## src/rtl/pulse_window_counter_if.sv

```systemverilog
// Result port bundle for pulse_window_counter: start/pulse inputs and the
// valid/ready count output with status flags.
interface pulse_window_counter_if #(
   parameter int CNT_W = 8
);
   logic             start;
   logic             din;
   logic             cnt_ready;
   logic [CNT_W-1:0] cnt_out;
   logic             cnt_valid;
   logic             busy;
   logic             sat;

   modport master (
      output start, din, cnt_ready,
      input  cnt_out, cnt_valid, busy, sat
   );

   modport slave (
      input  start, din, cnt_ready,
      output cnt_out, cnt_valid, busy, sat
   );
endinterface

```

## src/rtl/pulse_window_counter.sv

```systemverilog
// Counts rising edges of din over a WIN_LEN-cycle window after start and
// holds the saturating count on a valid/ready port until it is accepted.
module pulse_window_counter #(
   parameter int WIN_LEN = 16,
   parameter int CNT_W   = 8
) (
   input  logic                   clk,
   input  logic                   rst,
   pulse_window_counter_if.slave  bus
);
   localparam int               WC_W     = $clog2(WIN_LEN);
   localparam logic [WC_W-1:0]  WIN_LAST = WC_W'(WIN_LEN - 1);
   localparam logic [CNT_W-1:0] ACC_MAX  = '1;

   typedef enum logic [1:0] {IDLE, MEASURE, REPORT} state_t;

   state_t           state, state_nxt;
   logic             din_q;
   logic             edge_hit;
   logic             last;
   logic [WC_W-1:0]  win_cnt;
   logic [CNT_W-1:0] acc, acc_nxt;
   logic [CNT_W-1:0] cnt_out;
   logic             cnt_valid;
   logic             sat, sat_nxt;

   assign edge_hit = bus.din & ~din_q;
   assign last     = (win_cnt == WIN_LAST);

   // Accumulator with this cycle's edge folded in; the final window cycle
   // reports this value so its edge is not lost.
   always_comb begin
      acc_nxt = acc;
      sat_nxt = sat;
      if (edge_hit) begin
         if (acc == ACC_MAX) sat_nxt = 1'b1;
         else                acc_nxt = acc + CNT_W'(1);
      end
   end

   always_ff @(posedge clk) begin
      if (rst) state <= IDLE;
      else     state <= state_nxt;
   end

   always_comb begin
      state_nxt = state;
      case (state)
         IDLE:    if (bus.start)     state_nxt = MEASURE;
         MEASURE: if (last)          state_nxt = REPORT;
         REPORT:  if (bus.cnt_ready) state_nxt = IDLE;
         default:                    state_nxt = IDLE;
      endcase
   end

   always_ff @(posedge clk) begin
      if (rst) begin
         din_q     <= 1'b0;
         win_cnt   <= '0;
         acc       <= '0;
         cnt_out   <= '0;
         cnt_valid <= 1'b0;
         sat       <= 1'b0;
      end else begin
         din_q <= bus.din;
         case (state)
            IDLE: begin
               if (bus.start) begin
                  win_cnt <= '0;
                  acc     <= '0;
                  sat     <= 1'b0;
               end
            end
            MEASURE: begin
               acc     <= acc_nxt;
               sat     <= sat_nxt;
               win_cnt <= win_cnt + WC_W'(1);
               if (last) begin
                  cnt_out   <= acc_nxt;
                  cnt_valid <= 1'b1;
               end
            end
            REPORT: begin
               if (bus.cnt_ready) cnt_valid <= 1'b0;
            end
            default: ;
         endcase
      end
   end

   assign bus.cnt_out   = cnt_out;
   assign bus.cnt_valid = cnt_valid;
   assign bus.sat       = sat;
   assign bus.busy      = (state != IDLE);
endmodule

```

## src/flat_wrapper.sv

```systemverilog
// flat-port wrapper written by rule: the top's interface ports become plain ports
module pulse_window_counter_flat 
#(
   parameter int WIN_LEN = 16,
   parameter int CNT_W   = 8
)
  (clk, rst, bus_start, bus_din, bus_cnt_ready, bus_cnt_out, bus_cnt_valid, bus_busy, bus_sat);
  pulse_window_counter_if #(.CNT_W(CNT_W)) bus_i ();
  input  logic clk;
  input  logic rst;
  input wire logic [$bits(bus_i.start)-1:0] bus_start;
  input wire logic [$bits(bus_i.din)-1:0] bus_din;
  input wire logic [$bits(bus_i.cnt_ready)-1:0] bus_cnt_ready;
  output wire logic [$bits(bus_i.cnt_out)-1:0] bus_cnt_out;
  output wire logic [$bits(bus_i.cnt_valid)-1:0] bus_cnt_valid;
  output wire logic [$bits(bus_i.busy)-1:0] bus_busy;
  output wire logic [$bits(bus_i.sat)-1:0] bus_sat;
  assign bus_i.start = bus_start;
  assign bus_i.din = bus_din;
  assign bus_i.cnt_ready = bus_cnt_ready;
  assign bus_cnt_out = bus_i.cnt_out;
  assign bus_cnt_valid = bus_i.cnt_valid;
  assign bus_busy = bus_i.busy;
  assign bus_sat = bus_i.sat;
  pulse_window_counter #(.WIN_LEN(WIN_LEN), .CNT_W(CNT_W)) u_core (.clk(clk), .rst(rst), .bus(bus_i));
endmodule
```

## config.mk

```make
export PLATFORM = sky130hd
export DESIGN_NAME = pulse_window_counter_flat
export DESIGN_NICKNAME = d
export VERILOG_FILES = /design/src/rtl/pulse_window_counter_if.sv /design/src/rtl/pulse_window_counter.sv /design/src/flat_wrapper.sv
export SDC_FILE = /design/constraint.sdc
export NUM_CORES = 1
export LEC_CHECK = 0
export ABC_CLOCK_PERIOD_IN_PS = 2600
export CORE_MARGIN = 1
export CORE_UTILIZATION = 50
export CTS_CLUSTER_DIAMETER = 40
export DETAILED_ROUTE_END_ITERATION = 16
export GPL_TIMING_DRIVEN = 0
export HOLD_SLACK_MARGIN = 0.05
export PLACE_DENSITY = 0.76
export SETUP_SLACK_MARGIN = 0.5
export SYNTH_ARGS = -nofsm -noshare
export SYNTH_HDL_FRONTEND = slang
export SYNTH_SLANG_ARGS = --single-unit
```

## constraint.sdc

```tcl
create_clock -name clk -period 2.6 [get_ports clk]
set_input_delay 0.52 -clock clk [delete_from_list [all_inputs] [get_ports clk]]
set_output_delay 0.52 -clock clk [all_outputs]
set_load 0.005 [all_outputs]
```

# Word-level counts from Yosys, hierarchy flattened
# Cells that the tools add are included.
dict set report word_totals {
  register_bits 25
  input_bits 5
  out_inout_bits 11
  elab_cells 46
}
dict set report op_classes {
  n_addsub 2
  n_eq_ne 9
  muxes 17
  bitwise_logic 2
  n_reduce_logical 9
}
# op n
set op_table {}
lappend op_table {{$mux 8} 3}
lappend op_table {{$pmux 8 s2} 1}
lappend op_table {{$add 8x1->8 const B} 1}
lappend op_table {{$eq 8x8->1 const B} 1}
lappend op_table {{$pmux 4 s2} 1}
lappend op_table {{$mux 2} 3}
lappend op_table {{$ne 2x1->1 const B} 3}
lappend op_table {{$pmux 2 s3} 1}
lappend op_table {{$reduce_and 3->1} 2}
lappend op_table {{$reduce_bool 2->1} 3}
lappend op_table {{$mux 1} 5}
lappend op_table {{$add 4x1->4 const B} 1}
lappend op_table {{$eq 4x4->1 const B} 1}
lappend op_table {{$mux 4} 1}
lappend op_table {{$ne 2x2->1 const B} 2}
lappend op_table {{$pmux 1 s2} 2}
lappend op_table {{$reduce_and 2->1} 2}
lappend op_table {{$reduce_and 4->1} 1}
lappend op_table {{$eq 2x1->1 const B} 1}
lappend op_table {{$eq 2x2->1 const B} 1}
lappend op_table {{$logic_not 2->1} 1}
lappend op_table {{$and 1x1->1} 1}
lappend op_table {{$not 1->1} 1}

# Depth between registers and ports, before layout
# Gate-level depths: netlist of the first run.
dict set report depth {
  ltp_word 4
  ltp_mapped 6
  ltp_nobuf 5
}

# Worst setup path after synthesis of the first run
# No wires, ideal clock.
dict set report synth_timing {
  kind {input to register}
  startpoint {input bus_din}
  endpoint {register u_core.acc[5]}
  arrival_time_ps 1368
  required_time_ps 2483
  setup_slack_ps 1115
  cell_stages 5
  path_buffers 1
  cell_sequence {nand2b_1 clkbuf_1 o31ai_1 mux2_1 a32o_1}
}
dict set report synth_between {
  elab_chain_len 3
}
# item line
set synth_lines {}
lappend synth_lines {{start: declaration} flat_wrapper.sv:12} ;# input wire logic [$bits(bus_i.din)-1:0] bus_din;
lappend synth_lines {{$and 1x1->1} pulse_window_counter.sv:27} ;# assign edge_hit = bus.din & ~din_q;
lappend synth_lines {{$mux 8} pulse_window_counter.sv:35} ;# if (edge_hit) begin
lappend synth_lines {{$pmux 8 s2} pulse_window_counter.sv:66} ;# case (state)
lappend synth_lines {{end signal: assignment} pulse_window_counter.sv:75} ;# acc <= acc_nxt;
lappend synth_lines {{end: declaration} pulse_window_counter.sv:22} ;# logic [CNT_W-1:0] acc, acc_nxt;
# Every way passes these cells.
# A chain may end at the register's enable or synchronous reset.

# Worst setup path in the final report of the first run
dict set report layout_timing {
  startpoint {register u_core.acc[0]}
  endpoint {register u_core.cnt_out[3] (netlist: u_core.bus.cnt_out[3])}
}
dict set report layout_between {
  elab_chain_len 3
  elab_cells_between_ends 4
  classes_between {add/sub (1); eq/ne (1); mux (2)}
}
# item line
set layout_lines {}
lappend layout_lines {{$add 8x1->8 or $eq 8x8->1 (tied branches)} {pulse_window_counter.sv:37, pulse_window_counter.sv:36}}
lappend layout_lines {{$mux 8 (*)} pulse_window_counter.sv:36} ;# if (acc == ACC_MAX) sat_nxt = 1'b1;
lappend layout_lines {{$mux 8 (*)} pulse_window_counter.sv:35}
lappend layout_lines {{end signal: assignment} pulse_window_counter.sv:79} ;# cnt_out <= acc_nxt;
lappend layout_lines {{end: declaration} pulse_window_counter.sv:23} ;# logic [CNT_W-1:0] cnt_out;
# Every way passes the cells marked *; elsewhere a longest branch is shown, timed or not.

==> flow_results.xml, run 1 <==
<?xml version="1.0" encoding="UTF-8"?>
<metrics>
  <group name="yosys">
    <metric name="synth_flop_cell" unit="">dfxtp_1</metric>
    <metric name="unique_cell_type_count_in_the_yosys_netlist" unit="">42</metric>
    <metric name="post-synth-top-count-cell" unit="">dfxtp_1</metric>
    <metric name="synth_enable_flop_cells" unit="">0</metric>
    <metric name="netlist_area" unit="um2">1220</metric>
    <metric name="post_synthesis_net_count" unit="">150</metric>
    <metric name="synth.top_cells.by_count" unit="">dfxtp_1, nor2_1, a21oi_1</metric>
    <metric name="leading_cell_types_by_total_area_after_synthesis" unit="">dfxtp_1, nor2_1, a21oi_1</metric>
    <metric name="synth_top_cell_area_share" unit="">0.410</metric>
    <metric name="async_reset_ff_frac" unit="">0</metric>
    <metric name="synthesis.instances" unit="">143</metric>
    <metric name="yosys_warnings" unit="">0</metric>
    <metric name="synth.avg_cell_area" unit="um2">8.53</metric>
    <metric name="synth.ff_latch_count" unit="">25</metric>
    <metric name="synth_top_cell_by_area" unit="">dfxtp_1</metric>
    <metric name="ys_seq_area_frac" unit="">0.410</metric>
  </group>
  <group name="timing">
    <metric name="period_share" unit="">0.694</metric>
    <metric name="min_period" unit="ns">1.80</metric>
    <metric name="timing_worst_slew_pin_value" unit="ns">0.508</metric>
    <metric name="max_freq" unit="MHz">554</metric>
    <metric name="slew_headroom" unit="">0.660</metric>
    <metric name="skew" unit="ns">0.00892</metric>
    <metric name="unrepaired_setup_endpoints_after_global_routing" unit="">false</metric>
    <metric name="timing.setup.tns" unit="ns">0</metric>
    <metric name="setup-violations-final" unit="">0</metric>
    <metric name="final_slew_violations" unit="">0</metric>
    <metric name="hold_viol_final" unit="">0</metric>
  </group>
  <group name="detailed_routing">
    <metric name="post_drt_wl_per_cell" unit="um">13.7</metric>
    <metric name="post-route-drc-count" unit="">0</metric>
    <metric name="drt-initial-drc-count" unit="">26</metric>
    <metric name="drt_first_pass_iters" unit="">4</metric>
    <metric name="via_per_inst" unit="">5.93</metric>
    <metric name="drt-total-wl" unit="um">2600</metric>
    <metric name="via_count" unit="">1126</metric>
    <metric name="detail-route-antenna-nets" unit="">0</metric>
  </group>
  <group name="die">
    <metric name="fp-row-count" unit="">17</metric>
    <metric name="top_level_ports" unit="">16</metric>
    <metric name="initial_utilization" unit="">0.541</metric>
    <metric name="dieWidth" unit="um">51.4</metric>
    <metric name="placeableCoreArea" unit="um2">2250</metric>
    <metric name="fp.dieH" unit="um">51.4</metric>
    <metric name="die_area" unit="um2">2640</metric>
  </group>
  <group name="clocking">
    <metric name="cts.repair_timing.setup_buffer_count" unit="">0</metric>
    <metric name="clk_path_buf_depth" unit="">2</metric>
    <metric name="clock_root_cell" unit="">clkbuf_4</metric>
    <metric name="cts_made_buffers" unit="">3</metric>
    <metric name="tritoncts_num_sinks" unit="">25</metric>
    <metric name="ctsResizeCount" unit="">1</metric>
    <metric name="tritoncts" unit="">yes</metric>
    <metric name="clock_tree.htree_level_count" unit="">1</metric>
    <metric name="worst_setup_hold_path_clk_slew" unit="ns">0.14</metric>
    <metric name="ctsHoldBuffers" unit="">0</metric>
    <metric name="clk_latency" unit="ns">0.32</metric>
  </group>
  <group name="final_layout">
    <metric name="drive_above_1_share" unit="">0.0802</metric>
    <metric name="area_delta_synth_final" unit="%">17.6</metric>
    <metric name="util_after_layout" unit="">0.637</metric>
    <metric name="layout.cell_area.non_filler" unit="um2">1440</metric>
    <metric name="count_of_inserted_antenna_diode_cells" unit="">0</metric>
    <metric name="nNetsFinal" unit="">170</metric>
    <metric name="n_fill_cell" unit="">211</metric>
    <metric name="layout.cells.non_filler" unit="">190</metric>
  </group>
  <group name="global_route">
    <metric name="grt_pass1_vias" unit="">1031</metric>
    <metric name="first_pass_grt_wire_length" unit="um">4540</metric>
    <metric name="grt_max_degree" unit="">14</metric>
    <metric name="gr_overflow_total" unit="">0</metric>
    <metric name="grt_antenna_before_repair" unit="">0</metric>
    <metric name="grtUsageTotal" unit="">0.228</metric>
  </group>
  <group name="critical_path">
    <metric name="arrival" unit="ns">2.05</metric>
    <metric name="cp_max_fo" unit="">7</metric>
    <metric name="cp.buffers_inverters" unit="">0</metric>
    <metric name="cp_delay_by_family_top" unit="">compound AO/OA/AOI/OAI gates</metric>
    <metric name="crit_type" unit="">flop to flop</metric>
    <metric name="worstSetupEndpointType" unit="">flop</metric>
    <metric name="slowest_delay" unit="ns">0.48</metric>
    <metric name="worstSetupStartpointType" unit="">flop</metric>
    <metric name="critPathRequiredTime" unit="ns">2.84</metric>
    <metric name="critical_path.cell_chain" unit="">ha_1, nand4_2, o211ai_1, xor2_1, a211oi_1</metric>
    <metric name="cp_slowest_cell" unit="">dfxtp_1</metric>
  </group>
  <group name="power_and_ir_drop">
    <metric name="design_power_total" unit="uW">623</metric>
    <metric name="power.ir.vdd_worst" unit="mV">0.369</metric>
    <metric name="leakage_power_of_the_design" unit="nW">0.507</metric>
    <metric name="powerDensity" unit="nW/um2">434</metric>
  </group>
  <group name="placed_design">
    <metric name="io_buffers" unit="">15</metric>
    <metric name="detailed_place_hpwl" unit="um">1870</metric>
    <metric name="place_inst" unit="">186</metric>
    <metric name="placed_area" unit="um2">1410</metric>
    <metric name="gp_routability_congestion" unit="">0.864</metric>
  </group>
  <group name="run">
    <metric name="max_cap_viol" unit="">0</metric>
  </group>
  <group name="min_path">
    <metric name="hp-class" unit="">flop to flop</metric>
  </group>
  <group name="run_status">
    <metric name="outcome" unit="">finished clean</metric>
  </group>
</metrics>
[worst min-delay path: cells and delay by family (launching register included)]
kind	cells	cell delay (ns)
simple gates	1	0.05
flops	1	0.34
compound gates	1	0.06
[flip-flops by register name, indices dropped and copies added, names as in the netlist]
signal                cells
u_core.acc                8
u_core.bus.cnt_out        8
u_core.bus.cnt_valid      1
u_core.bus.sat            1
u_core.din_q              1
u_core.state              2
u_core.win_cnt            4
[through the flow]
| step | setup WS (ns) | hold slack [ns] |
|---|---|---|
| global route | 0.634 | 0.513 |
| floorplan | 1.11 | 0.458 |
| CTS | 0.539 | 0.474 |
| global placement | 0.537 | 0.450 |
| finish | 0.796 | 0.475 |
| detailed placement | 0.516 | 0.456 |
[power breakdown]
part           switching (mW)  internal (mW)  leakage [nW]  total [mW]
clock network           0.119         0.0601        0.0150       0.179
registers             0.00381          0.388         0.202       0.391
logic                  0.0328         0.0202         0.290      0.0529
[worst paths after layout]
path / from / endpoint / slack [ns] / depth (start not counted)
max: u_core.acc[0]$_SDFFE_PP0P_ / u_core.bus.cnt_out[3]$_SDFFE_PP0P_ / 0.80 / 5
min: u_core.bus.cnt_out[6]$_SDFFE_PP0P_ / u_core.bus.cnt_out[6]$_SDFFE_PP0P_ / 0.47 / 2
max reg2reg: u_core.acc[0]$_SDFFE_PP0P_ / u_core.bus.cnt_out[3]$_SDFFE_PP0P_ / 0.80 / 5
min reg2reg: u_core.bus.cnt_out[6]$_SDFFE_PP0P_ / u_core.bus.cnt_out[6]$_SDFFE_PP0P_ / 0.47 / 2
[area by class of cell]
class	count	area, um2	area share
Sequential cell	25	500	0.349
Inverter	4	15.0	0.0105
Multi-Input combinational cell	104	662	0.461
Timing Repair Buffer	15	153	0.106
Tap cell	28	35.0	0.0244
Buffer	10	43.8	0.0305
Clock buffer	4	26.3	0.0183
[cell usage in the layout (no fill, tap or decap), types with 3 or more instances in the layout]
| master | count |
|---|---|
| buf_2 | 4 |
| clkbuf_4 | 3 |
| inv_1 | 4 |
| clkbuf_1 | 6 |
| o31a_1 | 4 |
| a31oi_1 | 3 |
| xor2_1 | 3 |
| nand4_1 | 3 |
| nand3_1 | 4 |
| nor3_1 | 3 |
| clkdlybuf4s50_1 | 14 |
| nor2_1 | 20 |
| nor2b_1 | 3 |
| nor4_1 | 3 |
| a211oi_1 | 4 |
| dfxtp_1 | 25 |
| a21oi_1 | 8 |
| or3_1 | 3 |
| nand2_1 | 7 |
| o21ai_1 | 3 |
[cells by family (layout without fill, tap and decap cells)]
group                      count (synthesis)  count (layout)  synth area share
and+or+nand+nor                           58              58             0.251
AOI/OAI and AO/OA                         38              38             0.223
DFF                                       25              25             0.410
buffers and inverters                     14              33            0.0472
xor gates and xnor gates                   3               3            0.0215
muxes                                      3               3            0.0267
adders and majority gates                  2               2            0.0205
[routing by layer]
| metal | wire length, um | track usage | vias to the layer above |
|---|---|---|---|
| met5 | 0 | 0 | - |
| met4 | 30 | 0.104 | 0 |
| met1 | 1250 | 0.295 | 522 |
| met3 | 106 | 0.0298 | 4 |
| met2 | 1220 | 0.374 | 29 |
| li1 | - | - | 571 |
No activity file was read; power rests on OpenSTA's default activity.
==> run 2: changes to the inputs <==
- ABC_CLOCK_PERIOD_IN_PS: 2600 -> 1700
- clock period: 2.6 -> 1.7 ns (I/O delays scaled with it)
==> run 2 against run 1 <==
Flip-flop and latch count did not move. Non-clock buffer count up 27. Global-route usage grew 10 points. Clock-buffer cell count decreased by 1. Clock skew down 0.0022 ns. Core utilization up 23 points. Die area is the same. Wire length rose by 73%.
==> flow_results.xml, run 2 (same netlist as run 1, synthesis figures left out) <==
<?xml version="1.0" encoding="UTF-8"?>
<metrics>
  <group name="critical_path">
    <metric name="worstSetupStartpointType" unit="">flop</metric>
    <metric name="cp_max_fo" unit="">6</metric>
    <metric name="cp_delay_by_family_top" unit="">flip-flops</metric>
    <metric name="worstSetupEndpointType" unit="">flop</metric>
    <metric name="critical_path.cell_chain" unit="">ha_4, nand4_4, buf_6, o21ai_4, xor2_1, a211oi_2</metric>
    <metric name="logic_depth_of_the_worst_setup_path_including_buffers" unit="">6</metric>
    <metric name="arrival" unit="ns">1.82</metric>
    <metric name="critPathRequiredTime" unit="ns">1.93</metric>
    <metric name="cp.buffers_inverters" unit="">1</metric>
    <metric name="worstRegToRegCells" unit="">6</metric>
    <metric name="slowest_delay" unit="ns">0.40</metric>
    <metric name="crit_type" unit="">flop to flop</metric>
    <metric name="cp_slowest_cell" unit="">dfxtp_4</metric>
  </group>
  <group name="detailed_routing">
    <metric name="drt_first_pass_iters" unit="">4</metric>
    <metric name="via_count" unit="">1371</metric>
    <metric name="drt-total-wl" unit="um">4510</metric>
    <metric name="drt-initial-drc-count" unit="">54</metric>
    <metric name="post-route-drc-count" unit="">0</metric>
    <metric name="via_per_inst" unit="">6.29</metric>
    <metric name="detail-route-antenna-nets" unit="">0</metric>
    <metric name="post_drt_wl_per_cell" unit="um">20.7</metric>
  </group>
  <group name="clocking">
    <metric name="cts_made_buffers" unit="">3</metric>
    <metric name="clock_tree.htree_level_count" unit="">1</metric>
    <metric name="clk_path_buf_depth" unit="">2</metric>
    <metric name="ctsHoldBuffers" unit="">0</metric>
    <metric name="tritoncts" unit="">yes</metric>
    <metric name="clk_latency" unit="ns">0.33</metric>
    <metric name="tritoncts_num_sinks" unit="">25</metric>
    <metric name="worst_setup_hold_path_clk_slew" unit="ns">0.15</metric>
    <metric name="clock_root_cell" unit="">clkbuf_4</metric>
  </group>
  <group name="final_layout">
    <metric name="count_of_inserted_antenna_diode_cells" unit="">0</metric>
    <metric name="util_after_layout" unit="">0.865</metric>
    <metric name="layout.cells.non_filler" unit="">218</metric>
    <metric name="layout_common_cells" unit="">dfxtp_2, nor2_1, buf_4</metric>
    <metric name="largest_registers_in_the_final_layout" unit="">u_core.acc x8, u_core.bus.cnt_out x8, u_core.win_cnt x4</metric>
    <metric name="area_delta_synth_final" unit="%">59.8</metric>
    <metric name="mostFrequentLayoutCell" unit="">dfxtp_2</metric>
    <metric name="drive_above_1_share" unit="">0.568</metric>
    <metric name="nNetsFinal" unit="">198</metric>
  </group>
  <group name="timing">
    <metric name="setup-violations-final" unit="">0</metric>
    <metric name="layout_setup_ws" unit="ns">0.103</metric>
    <metric name="timing_worst_slew_pin_value" unit="ns">0.399</metric>
    <metric name="final_slew_violations" unit="">0</metric>
    <metric name="slew_headroom" unit="">0.732</metric>
    <metric name="hold_viol_final" unit="">0</metric>
    <metric name="period_share" unit="">0.940</metric>
    <metric name="max_freq" unit="MHz">626</metric>
    <metric name="holdWs" unit="ns">0.428</metric>
    <metric name="unrepaired_setup_endpoints_after_global_routing" unit="">true</metric>
    <metric name="min_period" unit="ns">1.60</metric>
    <metric name="skew" unit="ns">0.00675</metric>
  </group>
  <group name="global_route">
    <metric name="grt_max_degree" unit="">15</metric>
    <metric name="grt_pass1_vias" unit="">1282</metric>
    <metric name="first_pass_grt_wire_length" unit="um">6410</metric>
    <metric name="gr_overflow_total" unit="">0</metric>
    <metric name="grtUsageTotal" unit="">0.330</metric>
    <metric name="grt_antenna_before_repair" unit="">0</metric>
  </group>
  <group name="placed_design">
    <metric name="gp_routability_congestion" unit="">0.836</metric>
    <metric name="post-place-ws" unit="ns">-0.255</metric>
    <metric name="place_inst" unit="">186</metric>
    <metric name="detailed_place_hpwl" unit="um">2010</metric>
    <metric name="io_buffers" unit="">15</metric>
  </group>
  <group name="die">
    <metric name="fp-row-count" unit="">17</metric>
    <metric name="initial_utilization" unit="">0.541</metric>
    <metric name="placeableCoreArea" unit="um2">2250</metric>
    <metric name="dieWidth" unit="um">51.4</metric>
    <metric name="die_area" unit="um2">2640</metric>
    <metric name="top_level_ports" unit="">16</metric>
    <metric name="fp.dieH" unit="um">51.4</metric>
  </group>
  <group name="power_and_ir_drop">
    <metric name="combinationalPowerShare" unit="">0.162</metric>
    <metric name="net_switching_fraction_of_the_power" unit="">0.276</metric>
    <metric name="cell_internal_pwr" unit="uW">761</metric>
    <metric name="power.ir.vdd_worst" unit="mV">0.622</metric>
    <metric name="clkPwrFrac" unit="">0.271</metric>
    <metric name="power.sequential.fraction" unit="">0.566</metric>
    <metric name="powerDensity" unit="nW/um2">539</metric>
    <metric name="leakage_power_of_the_design" unit="nW">0.769</metric>
    <metric name="p_switching" unit="uW">290</metric>
  </group>
  <group name="min_path">
    <metric name="timing.hold.worst_path_depth" unit="">2</metric>
    <metric name="hp-class" unit="">input port to flop</metric>
  </group>
  <group name="run_status">
    <metric name="outcome" unit="">finished clean</metric>
  </group>
  <group name="run">
    <metric name="max_cap_viol" unit="">0</metric>
  </group>
</metrics>
==> run 2: changes by cell type in the layout (fill, tap and decap cells not counted), moves of 4 or more <==
cell	change
dfxtp_2	+18
clkdlybuf4s50_1	-11
buf_8	+4
dfxtp_1	-21
buf_2	+6
buf_6	+12
clkbuf_1	-6
buf_4	+16
==> run 2: worst register-to-register path: stages, from the launching register on <==
cell,delay [ns]
dfxtp_4,0.40
ha_4,0.15
nand4_4,0.14
buf_6,0.16
o21ai_4,0.21
xor2_1,0.30
a211oi_2,0.13
==> run 2: area by class of cell <==
type,count,area [um2]
clock buffer,3,22.5
fill,104,305
tap,28,35.0
inverter,4,15.0
multi-input combinational,105,868
clock inverter,1,5.00
buffer,10,103
timing repair buffer,42,367
sequential,25,534
==> run 2: layer usage <==
| layer | share of wire | vias to the layer above | track usage |
|---|---|---|---|
| met5 | 0 | - | 0 |
| met4 | 0.025 | 0 | 0.122 |
| met3 | 0.096 | 12 | 0.0446 |
| met2 | 0.46 | 88 | 0.537 |
| met1 | 0.42 | 643 | 0.440 |
| li1 | - | 628 | - |
==> run 2: metrics by stage <==
stage / setup TNS, ns / total power [mW] / instance area [um2]
4_1_cts: 0 / 1.01 / 1840
3_3_place_gp: -1.69 / 0.696 / 1490
6_report: 0 / 1.05 / 1950
2_1_floorplan: 0 / 0.667 / 1300
3_5_place_dp: -2.65 / 0.699 / 1490
5_1_grt: 0 / 1.08 / 1950
==> run 2: path summary, 6_finish.rpt <==
path                                                           end                                from  slack [ns]
worst max register to register  u_core.bus.cnt_out[0]$_SDFFE_PP0P_          u_core.acc[0]$_SDFFE_PP0P_        0.10
worst min register to register  u_core.bus.cnt_out[6]$_SDFFE_PP0P_  u_core.bus.cnt_out[6]$_SDFFE_PP0P_        0.48
worst min-delay path                       u_core.din_q$_SDFF_PP0_                             bus_din        0.43
worst max-delay path            u_core.bus.cnt_out[0]$_SDFFE_PP0P_          u_core.acc[0]$_SDFFE_PP0P_        0.10
==> run 2: what timing repair did <==
item / in CTS / in global routing
gates cloned: 4 / 0
pin swaps: 25 / 12
buffers inserted: 17 / 7
setup endpoints to repair: 36 / 28
resized for setup: 99 / 23
==> run 2: power by group through the flow <==
stage / combinational, mW / sequential [mW] / clock [mW]
floorplan: 0.0585 / 0.608 / 0
global placement: 0.0866 / 0.609 / 0
detailed placement: 0.0890 / 0.610 / 0
CTS: 0.139 / 0.595 / 0.277
global route: 0.179 / 0.596 / 0.304
finish: 0.171 / 0.596 / 0.285
